$ cat config.mk
export PLATFORM = sky130hd
export DESIGN_NAME = truth_table_sweeper
export DESIGN_NICKNAME = d
export VERILOG_FILES = /design/src/rtl/cello_sweep_pkg.sv /design/src/rtl/truth_table_sweeper_settle_counter.sv /design/src/rtl/truth_table_sweeper.sv
export SDC_FILE = /design/constraint.sdc
export NUM_CORES = 1
export LEC_CHECK = 0
export CORE_AREA = 2 2 68 51
export DETAILED_ROUTE_END_ITERATION = 16
export DIE_AREA = 0 0 70 53
export SYNTH_ARGS = -nofsm -noshare
export SYNTH_HDL_FRONTEND = slang
export SYNTH_SLANG_ARGS = --single-unit
$ cat constraint.sdc
create_clock -name clk -period 2.3 [get_ports clk]
set_clock_uncertainty 0.1 [all_clocks]
set_input_delay 0.46 -clock clk [delete_from_list [all_inputs] [get_ports clk]]
set_output_delay 0.46 -clock clk [all_outputs]
set_load 0.01 [all_outputs]
$ cat src/rtl/cello_sweep_pkg.sv
// Shared types and sizes for the 3-input truth-table sweeper.
package cello_sweep_pkg;

  typedef enum logic [1:0] {
    IDLE,
    SETTLE,
    SAMPLE,
    DONE
  } sweep_state_t;

  localparam int unsigned NUM_COMBOS = 8;
  localparam int unsigned COMBO_W    = 3;
  localparam int unsigned TABLE_W    = 8;

endpackage

$ cat src/rtl/truth_table_sweeper_settle_counter.sv
// Counts the cycles a combo has been held; expired flags the final settle cycle.
module settle_counter #(
  parameter int unsigned SETTLE_CYCLES = 4
) (
  input  logic clk,
  input  logic reset,
  input  logic clear,
  input  logic en,
  output logic expired
);

  localparam int unsigned CNT_W = $clog2(SETTLE_CYCLES + 1);
  localparam logic [CNT_W-1:0] LAST = CNT_W'(SETTLE_CYCLES - 1);

  logic [CNT_W-1:0] cnt_q, cnt_d;

  always_comb begin
    cnt_d = cnt_q;
    if (clear) begin
      cnt_d = '0;
    end else if (en) begin
      cnt_d = cnt_q + CNT_W'(1);
    end
  end

  always_ff @(posedge clk or posedge reset) begin
    if (reset) begin
      cnt_q <= '0;
    end else begin
      cnt_q <= cnt_d;
    end
  end

  assign expired = en && (cnt_q == LAST);

endmodule

$ cat src/rtl/truth_table_sweeper.sv
// Drives all 8 input combos of a 3-input logic block, samples its output after
// a settle time and assembles the observed truth table (bit 7 = combo 000).
module truth_table_sweeper
  import cello_sweep_pkg::*;
#(
  parameter int unsigned        SETTLE_CYCLES = 4,
  parameter logic [TABLE_W-1:0] EXPECTED      = 8'h1D
) (
  input  logic               clk,
  input  logic               reset,
  input  logic               start,
  output logic               in1,
  output logic               in2,
  output logic               in3,
  input  logic               dut_out,
  output logic               busy,
  output logic               done,
  output logic [TABLE_W-1:0] table_q,
  output logic               match
);

  localparam logic [COMBO_W-1:0] LAST_COMBO = COMBO_W'(NUM_COMBOS - 1);
  localparam logic [COMBO_W-1:0] TOP_BIT    = COMBO_W'(TABLE_W - 1);

  sweep_state_t       state_q, state_d;
  logic [COMBO_W-1:0] combo_q, combo_d;
  logic [TABLE_W-1:0] table_d;
  logic               match_q, match_d;
  logic               cnt_clear, cnt_en, cnt_expired;
  logic [COMBO_W-1:0] bit_idx;

  settle_counter #(
    .SETTLE_CYCLES(SETTLE_CYCLES)
  ) u_settle (
    .clk    (clk),
    .reset  (reset),
    .clear  (cnt_clear),
    .en     (cnt_en),
    .expired(cnt_expired)
  );

  assign bit_idx = TOP_BIT - combo_q;

  always_comb begin
    state_d   = state_q;
    combo_d   = combo_q;
    table_d   = table_q;
    match_d   = match_q;
    cnt_clear = 1'b0;
    cnt_en    = 1'b0;
    unique case (state_q)
      IDLE: begin
        if (start) begin
          state_d   = SETTLE;
          combo_d   = '0;
          table_d   = '0;
          match_d   = 1'b0;
          cnt_clear = 1'b1;
        end
      end
      SETTLE: begin
        cnt_en = 1'b1;
        if (cnt_expired) begin
          state_d = SAMPLE;
        end
      end
      SAMPLE: begin
        table_d[bit_idx] = dut_out;
        cnt_clear        = 1'b1;
        if (combo_q == LAST_COMBO) begin
          state_d = DONE;
          // Compare the table including this final sample so match is valid with done.
          match_d = (table_d == EXPECTED);
        end else begin
          combo_d = combo_q + COMBO_W'(1);
          state_d = SETTLE;
        end
      end
      DONE: begin
        state_d = IDLE;
      end
      default: begin
        state_d = IDLE;
      end
    endcase
  end

  always_ff @(posedge clk or posedge reset) begin
    if (reset) begin
      state_q <= IDLE;
      combo_q <= '0;
      table_q <= '0;
      match_q <= 1'b0;
    end else begin
      state_q <= state_d;
      combo_q <= combo_d;
      table_q <= table_d;
      match_q <= match_d;
    end
  end

  // Inputs are gated by state so they read 000 outside an active sweep.
  assign {in1, in2, in3} = ((state_q == SETTLE) || (state_q == SAMPLE)) ? combo_q : '0;
  assign busy            = (state_q != IDLE);
  assign done            = (state_q == DONE);
  assign match           = match_q;

endmodule

==> results.md, run 1 <==
* Status: completed
* Kind of critical path: reg -> out
* CP max FO at 3
* Cell area after layout at ~0.0015 mm^2
* Antenna diodes at 0
* Area overhead of the layout relative to synthesis at 23.7%
* Relative slew margins at 0.555
* Routed WL per cell at ~15 um
* Top cells by area, synth: dfrtp_1, ha_1, nor2_1
* Initial antenna violation count at 0
* Syn Nets at 145
* Final critical path time including I/O delays and setup at roughly 2200 ps
* Type of the tightest min-delay check: reg -> reg
* Number of remaining DRC errors at 0
* Total gr overflow at 0
* Final Non-Filler Cells at around 190
* Clock slew seen by the registers of the worst setup and hold paths at around 70 ps
* PortBufs at 17
* RSZ-0062 raised after global routing: false
* Maximum vdd ir drop at between 0.0003 and 0.0004 V
* Worst setup margin at between 90 and 100 ps
* I/O pin count at 18
* Peak clock frequency supported by timing at roughly 0.45 GHz
* Required time at the endpoint of the critical path at roughly 1700 ps
* Setup TNS at 0 ps
* Cell Area, Placed at roughly 0.0014 mm^2
* Cell type with the largest total area after synthesis: dfrtp_1
* Sequential area share after synthesis at 0.360
* Critical path's largest stage delay at 530 ps
* Post-placement worst setup slack at roughly 250 ps
* Buffers and inverters on the worst path at 2
* Antenna-violating nets left at 0
* Final setup vio count at 0
* Share of flip-flops with an asynchronous set or reset after synthesis at 1.00
* Hpwl dp at about 2.0 mm
* CTS tree: built
* Die boundary height at about 53 um
* Slowest cell on the critical path: clkdlybuf4s50_1
* Total power draw at ~0.0017 W
* Vias after detailed routing at roughly 1,100
* Signal arrival time at the worst endpoint at between 1500 and 2000 ps
* Root Driver: clkbuf_8
* Top cell type's share of synthesized area at 0.360
* Top Family by Delay on Critical Path: buffers and inverters
* Cell breakdown of the critical path: inv_1, ha_1, and2_1, clkdlybuf4s50_1
* Routed via count divided by cell count at between 5 and 6
* Number of clock buffers inserted by TritonCTS at 3
* Proportion of layout cells with a drive suffix above 1 at 0.124
* Number of pins with negative max-slew slack in the final report at 0
* Total iterations of the first detailed-routing run at 4
* Initial detailed-routing violation count at 77
* Global placer's final weighted congestion at about 0.9
* Synthesized area divided by synthesized cell count at 8.95 um^2
* Main flop type after synthesis: dfrtp_1
* Clock network latency to the later pin of the worst-skew pair at around 260 ps
* Yosys warning total at 0
* Post-synth EDFFs at 0
* Worst slew pin tran at 667 ps
* Total count of hold-check failures in the final report at 0
* H-tree depth at 1
* Via count of the first global-routing pass at around 1,000
* Flip-flop and latch count after synthesis at 17
* Number of sinks handled by clock tree synthesis at 17
* Largest net degree at the start of global routing at 18
* Layout Nets at 167
* Placed cell count at around 190
* Post-synth design cell area at approximately 0.0012 mm^2
* Row Count at 17
* R2R Setup Slk at 460 ps
* Buffers from clock root to sink, at most at 2
* Global-route wire length before repair at about 4.8 mm
* Die Span X at roughly 70 um
* Critical Path Start Type: flip-flop
* Number of maximum-capacitance constraint violations at 0
* Global routing usage summed across all routing layers at 0.165
* Initial core utilization at 0.391
* Synthesized instance count at 132
* Core area at ~0.003 mm^2
* # fillers at ~300
* Area enclosed by the die boundary at around 0.0037 mm^2
* Count of unique library cells instantiated by Yosys at 44
* Endpoint type of the worst setup path: output port
* Power density over the cells at ~1200 mW/mm^2
* Leakage power total at between 0.6 and 0.7 nW
* Fin crit share at 0.960
* Total Routed Length at around 2.8 mm
logic make-up after synthesis:
logic type / Yosys count / synth area share
flip-flops: 17 / 0.360
buffers and inverters: 19 / 0.0710
multiplexers: 4 / 0.0350
AO/OA/AOI/OAI: 40 / 0.238
XOR/XNOR: 1 / 0.00742
AND/OR/NAND/NOR: 42 / 0.193
adder cells (fa/ha/maj): 9 / 0.0953
state kept, by name (all words and copies together), names as in the netlist:
register        count
combo_q             3
u_settle.cnt_q      3
state_q             2
table_q             8
match               1
worst paths after layout:
path,from,to,cells past startpoint
worst max-delay path,state_q[1],in3,4
worst min-delay path,table_q[1],table_q[1],2
worst max register to register,combo_q[0],match,5
worst min register to register,table_q[1],table_q[1],2
max in group asynchronous,reset,match,2
min in group asynchronous,reset,table_q[3],2
cells in the final DEF (no fill, tap or decap), drive strengths merged, types with 2 or more instances in the layout:
cell type / n
dfrtp: 17
clkdlybuf4s50: 16
nor2: 12
inv: 12
ha: 9
o21ai: 9
nand2: 8
a21oi: 7
buf: 7
and2: 5
o22ai: 4
nand2b: 3
mux2i: 3
o2bb2ai: 3
a22o: 3
clkbuf: 3
o211ai: 3
and2b: 2
nand3b: 2
a31oi: 2
o32ai: 2
nand3: 2
Yosys cell counts, types with 2 or more instances:
| cell | n |
|---|---|
| a21oi_1 | 7 |
| a22o_1 | 3 |
| a31oi_1 | 2 |
| and2_1 | 4 |
| and2b_1 | 2 |
| buf_2 | 4 |
| buf_4 | 2 |
| dfrtp_1 | 17 |
| ha_1 | 9 |
| inv_1 | 11 |
| mux2i_1 | 3 |
| nand2_1 | 8 |
| nand2b_1 | 3 |
| nand3b_1 | 2 |
| nor2_1 | 12 |
| o211ai_1 | 2 |
| o21ai_0 | 7 |
| o21ai_1 | 2 |
| o22ai_1 | 4 |
| o2bb2ai_1 | 3 |
| o32ai_1 | 2 |
worst register-to-register path, delay by kind of cell (launching register included):
kind	cells	cell delay, ps
adders and majority gates	2	470
and+or+nand+nor	1	300
buffers and inverters	1	110
DFF	1	580
AOI/OAI and AO/OA	1	210
area by class of cell:
type                       count  area, um^2  area share
clock inverter                 1        5.00     0.00342
multi-input combinational     96         672       0.460
sequential                    17         425       0.291
clock buffer                   3        41.3      0.0283
inverter                      12        45.0      0.0308
tap                           38        47.5      0.0325
timing repair buffer          24         225       0.154
where the power goes:
group | leakage, nW | total, W | switching [W] | internal [W]
clock network | 0.0255 | 0.000228 | 0.000107 | 0.000120
registers | 0.228 | 0.000496 | 0.000111 | 0.000385
logic | 0.404 | 0.000993 | 0.000536 | 0.000457
routing by layer:
| metal | global-route usage | up-vias | wire length, um |
|---|---|---|---|
| met5 | 0 | - | 0 |
| met4 | 0.0288 | 0 | 14 |
| met3 | 0.0419 | 2 | 210 |
| met2 | 0.268 | 38 | 1160 |
| met1 | 0.228 | 504 | 1380 |
| li1 | - | 521 | - |
timing repair:
item                       CTS  global route
buffers inserted             2             0
gates resized for setup      0             2
cloned                       0             0
setup endpoints to repair    3             4
hold buffers                 0             0
per-stage QoR:
stage	utilization	hold WS, ps
floorplan	-	286
global placement	0.463	410
detailed placement	0.463	426
CTS	0.483	439
global route	0.484	468
finish	0.484	435
Note: power is estimated with default switching activity, not from simulation.
==> run 2, diff against run 1 <==
--- a/config.mk
+++ b/config.mk
@@ -5,9 +5,11 @@
 export SDC_FILE = /design/constraint.sdc
 export NUM_CORES = 1
 export LEC_CHECK = 0
-export CORE_AREA = 2 2 68 51
+export CORE_AREA = 2 2 62 46
 export DETAILED_ROUTE_END_ITERATION = 16
-export DIE_AREA = 0 0 70 53
+export DIE_AREA = 0 0 64 48
+export PLACE_DENSITY = 0.72
+export SLEW_MARGIN = 40
 export SYNTH_ARGS = -nofsm -noshare
 export SYNTH_HDL_FRONTEND = slang
 export SYNTH_SLANG_ARGS = --single-unit
==> run 2 against run 1 <==
  * Combinational power about the same
  * Sequential share of layout area up 0.20 points
  * Clock power down 29%
  * Final cell count down 2.1%
  * Sequential power down 2%
  * Critical path type unchanged
  * Routed wire length down 3.2%
  * Via count down 2.3%
  * First-iteration DRC count down 27%
  * Die area down 17%
==> results.md, run 2 (synthesized netlist as in run 1, its figures left out) <==
* Comb power frac at 0.607
* Power density over the cells at roughly 1100 mW/mm^2
* Top reg by flops: table_q
* Required time at the endpoint of the critical path at 1740 ps
* Antenna-violating nets left at 0
* Sequential cell area at approximately 430 um^2
* I/O pin count at 18
* Clock slew seen by the registers of the worst setup and hold paths at between 100 and 150 ps
* Number of clock buffers inserted by TritonCTS at 3
* Proportion of layout cells with a drive suffix above 1 at 0.131
* Worst slew pin tran at between 600 and 700 ps
* Routed WL per cell at 14.3 um
* Buffers and inverters on the worst path at 3
* Number of sinks handled by clock tree synthesis at 17
* # fillers at around 220
* Launch instance of the worst min-delay path: u_settle.cnt_q[1]
* Via count of the first global-routing pass at ~950
* Die Span X at approximately 64 um
* Most used cell, CP: inv_1
* Largest net degree at the start of global routing at 18
* Fin crit share at 0.929
* Layout Nets at about 170
* Setup TNS at 0 ps
* Buffers from clock root to sink, at most at 2
* Area enclosed by the die boundary at 0.00307 mm^2
* CTS tree: built
* Maximum vdd ir drop at 0.000583 V
* Relative slew margins at 0.552
* CTS hold repair buffers at 0
* Final critical path time including I/O delays and setup at approximately 2100 ps
* Kind of critical path: reg -> out
* Status: completed
* Routed via count divided by cell count at between 5 and 6
* Critical path's largest stage delay at 530 ps
* Number of remaining DRC errors at 0
* Vias after detailed routing at 1,041
* Number of maximum-capacitance constraint violations at 0
* Slowest cell on the critical path: clkdlybuf4s50_1
* RSZ-0062 raised after global routing: false
* Clock network latency to the later pin of the worst-skew pair at ~290 ps
* Internal power contribution at between 0.0009 and 0.001 W
* Total power draw at about 0.0017 W
* Final core utilization at 0.599
* Reg2reg start: combo_q[1]
* Number of pins with negative max-slew slack in the final report at 0
* Number of cells traversed by the worst register-to-register path at 5
* Row Count at 15
* PortBufs at 17
* Hold Slack at around 440 ps
* Largest registers: table_q: 8 flops, combo_q: 3 flops, u_settle.cnt_q: 3 flops
* Type of the tightest min-delay check: reg -> reg
* Final setup vio count at 0
* Initial antenna violation count at 0
* Initial detailed-routing violation count at 56
* Leakage power total at ~0.67 nW
* Share of total power in the clock network at 0.098
* Die boundary height at 48 um
* Worst hold path endpoint: u_settle.cnt_q[1]
* Root Driver: clkbuf_4
* Net switching power of the design at around 0.00073 W
* Top library cells by usage in the layout, fill and taps aside: dfrtp_1, clkdlybuf4s50_1, nor2_1
* Core area at 0.00242 mm^2
* Total gr overflow at 0
* Global placer's final weighted congestion at around 0.91
* Global-route wire length before repair at between 4 and 5 mm
* Global routing usage summed across all routing layers at 0.196
* Peak clock frequency supported by timing at roughly 0.47 GHz
* Number of instances on the worst hold path at 2
* Flip-flop count of the largest register after layout at 8
* Area overhead of the layout relative to synthesis at 22.9%
* Critical Path Start Type: flip-flop
* Share of total power consumed by net switching at 0.443
* Initial core utilization at 0.488
* Fraction of power consumed by sequential logic at 0.295
* Capture point of the worst reg-to-reg path: match
* Total count of hold-check failures in the final report at 0
* Most common cell after layout, fill and taps aside: dfrtp_1
* Antenna diodes at 0
* Total Routed Length at roughly 2.7 mm
* CP max FO at 6
* R2R Setup Slk at around 360 ps
* Signal arrival time at the worst endpoint at approximately 1600 ps
* Combined area of the multi-input logic cells at between 600 and 700 um^2
* Top Family by Delay on Critical Path: buffers and inverters
* Endpoint type of the worst setup path: output port
* Total iterations of the first detailed-routing run at 4
* Hpwl dp at between 2 and 2.5 mm
* H-tree depth at 1
* Cell breakdown of the critical path: inv_1, ha_4, inv_1, clkdlybuf4s50_1
run 2: cell count changes in the layout (fill, tap and decap cells not counted), sizes merged:
cell / delta
clkdlybuf4s50: -2
dlymetal6s2s: +1
dlygate4sd2: +1
run 2: final cells by class:
| class | instances | share of cell area |
|---|---|---|
| timing repair buffer | 24 | 0.156 |
| clock inverter | 1 | 0.00345 |
| clock buffer | 3 | 0.0155 |
| inverter | 12 | 0.0310 |
| tap | 34 | 0.0293 |
| sequential | 17 | 0.293 |
| multi-input combinational | 96 | 0.472 |
run 2: power by group through the flow:
stage / logic [W] / clock network [W] / registers, W
CTS: 0.000982 / 0.000166 / 0.000487
global placement: 0.000912 / 0 / 0.000497
finish: 0.00100 / 0.000162 / 0.000488
detailed placement: 0.000936 / 0 / 0.000504
floorplan: 0.000672 / 0 / 0.000474
global route: 0.00113 / 0.000178 / 0.000502
run 2: worst max-delay path by stage:
stage,startpoint,end,slack [ps],cells after the start
finish,state_q[1],busy,160,4
floorplan,state_q[0],combo_q[0],670,5
detailed placement,dut_out,match,170,5
global placement,dut_out,match,240,5
global route,state_q[1],busy,120,4
CTS,state_q[0],in3,10,4
run 2: metal layers:
layer  global-route usage  vias up  wire [um]
li1                     -      522          -
met1                0.274      496       1420
met2                0.310       21       1140
met3               0.0541        2        112
met4               0.0391        0         15
met5                    0        -          0
run 2: tightest hold or removal path: cells and delay by family, from the launching register on:
family           cells  cell delay [ps]
DFF                  1              360
muxes                1               70
and+or+nand+nor      1               80
run 2: timing repair:
action	in CTS	in global routing
hold endpoints to repair	0	0
setup endpoints to repair	4	2
gates resized for setup	2	3
cloned	0	0
buffers inserted	2	0
run 2: through the flow:
| step | area [um^2] | std cells | setup slack, ps |
|---|---|---|---|
| floorplan | 1180 | 132 | 675 |
| global placement | 1390 | 181 | 238 |
| detailed placement | 1390 | 181 | 170 |
| CTS | 1430 | 187 | 10.3 |
| global route | 1450 | 187 | 115 |
| finish | 1450 | 187 | 164 |
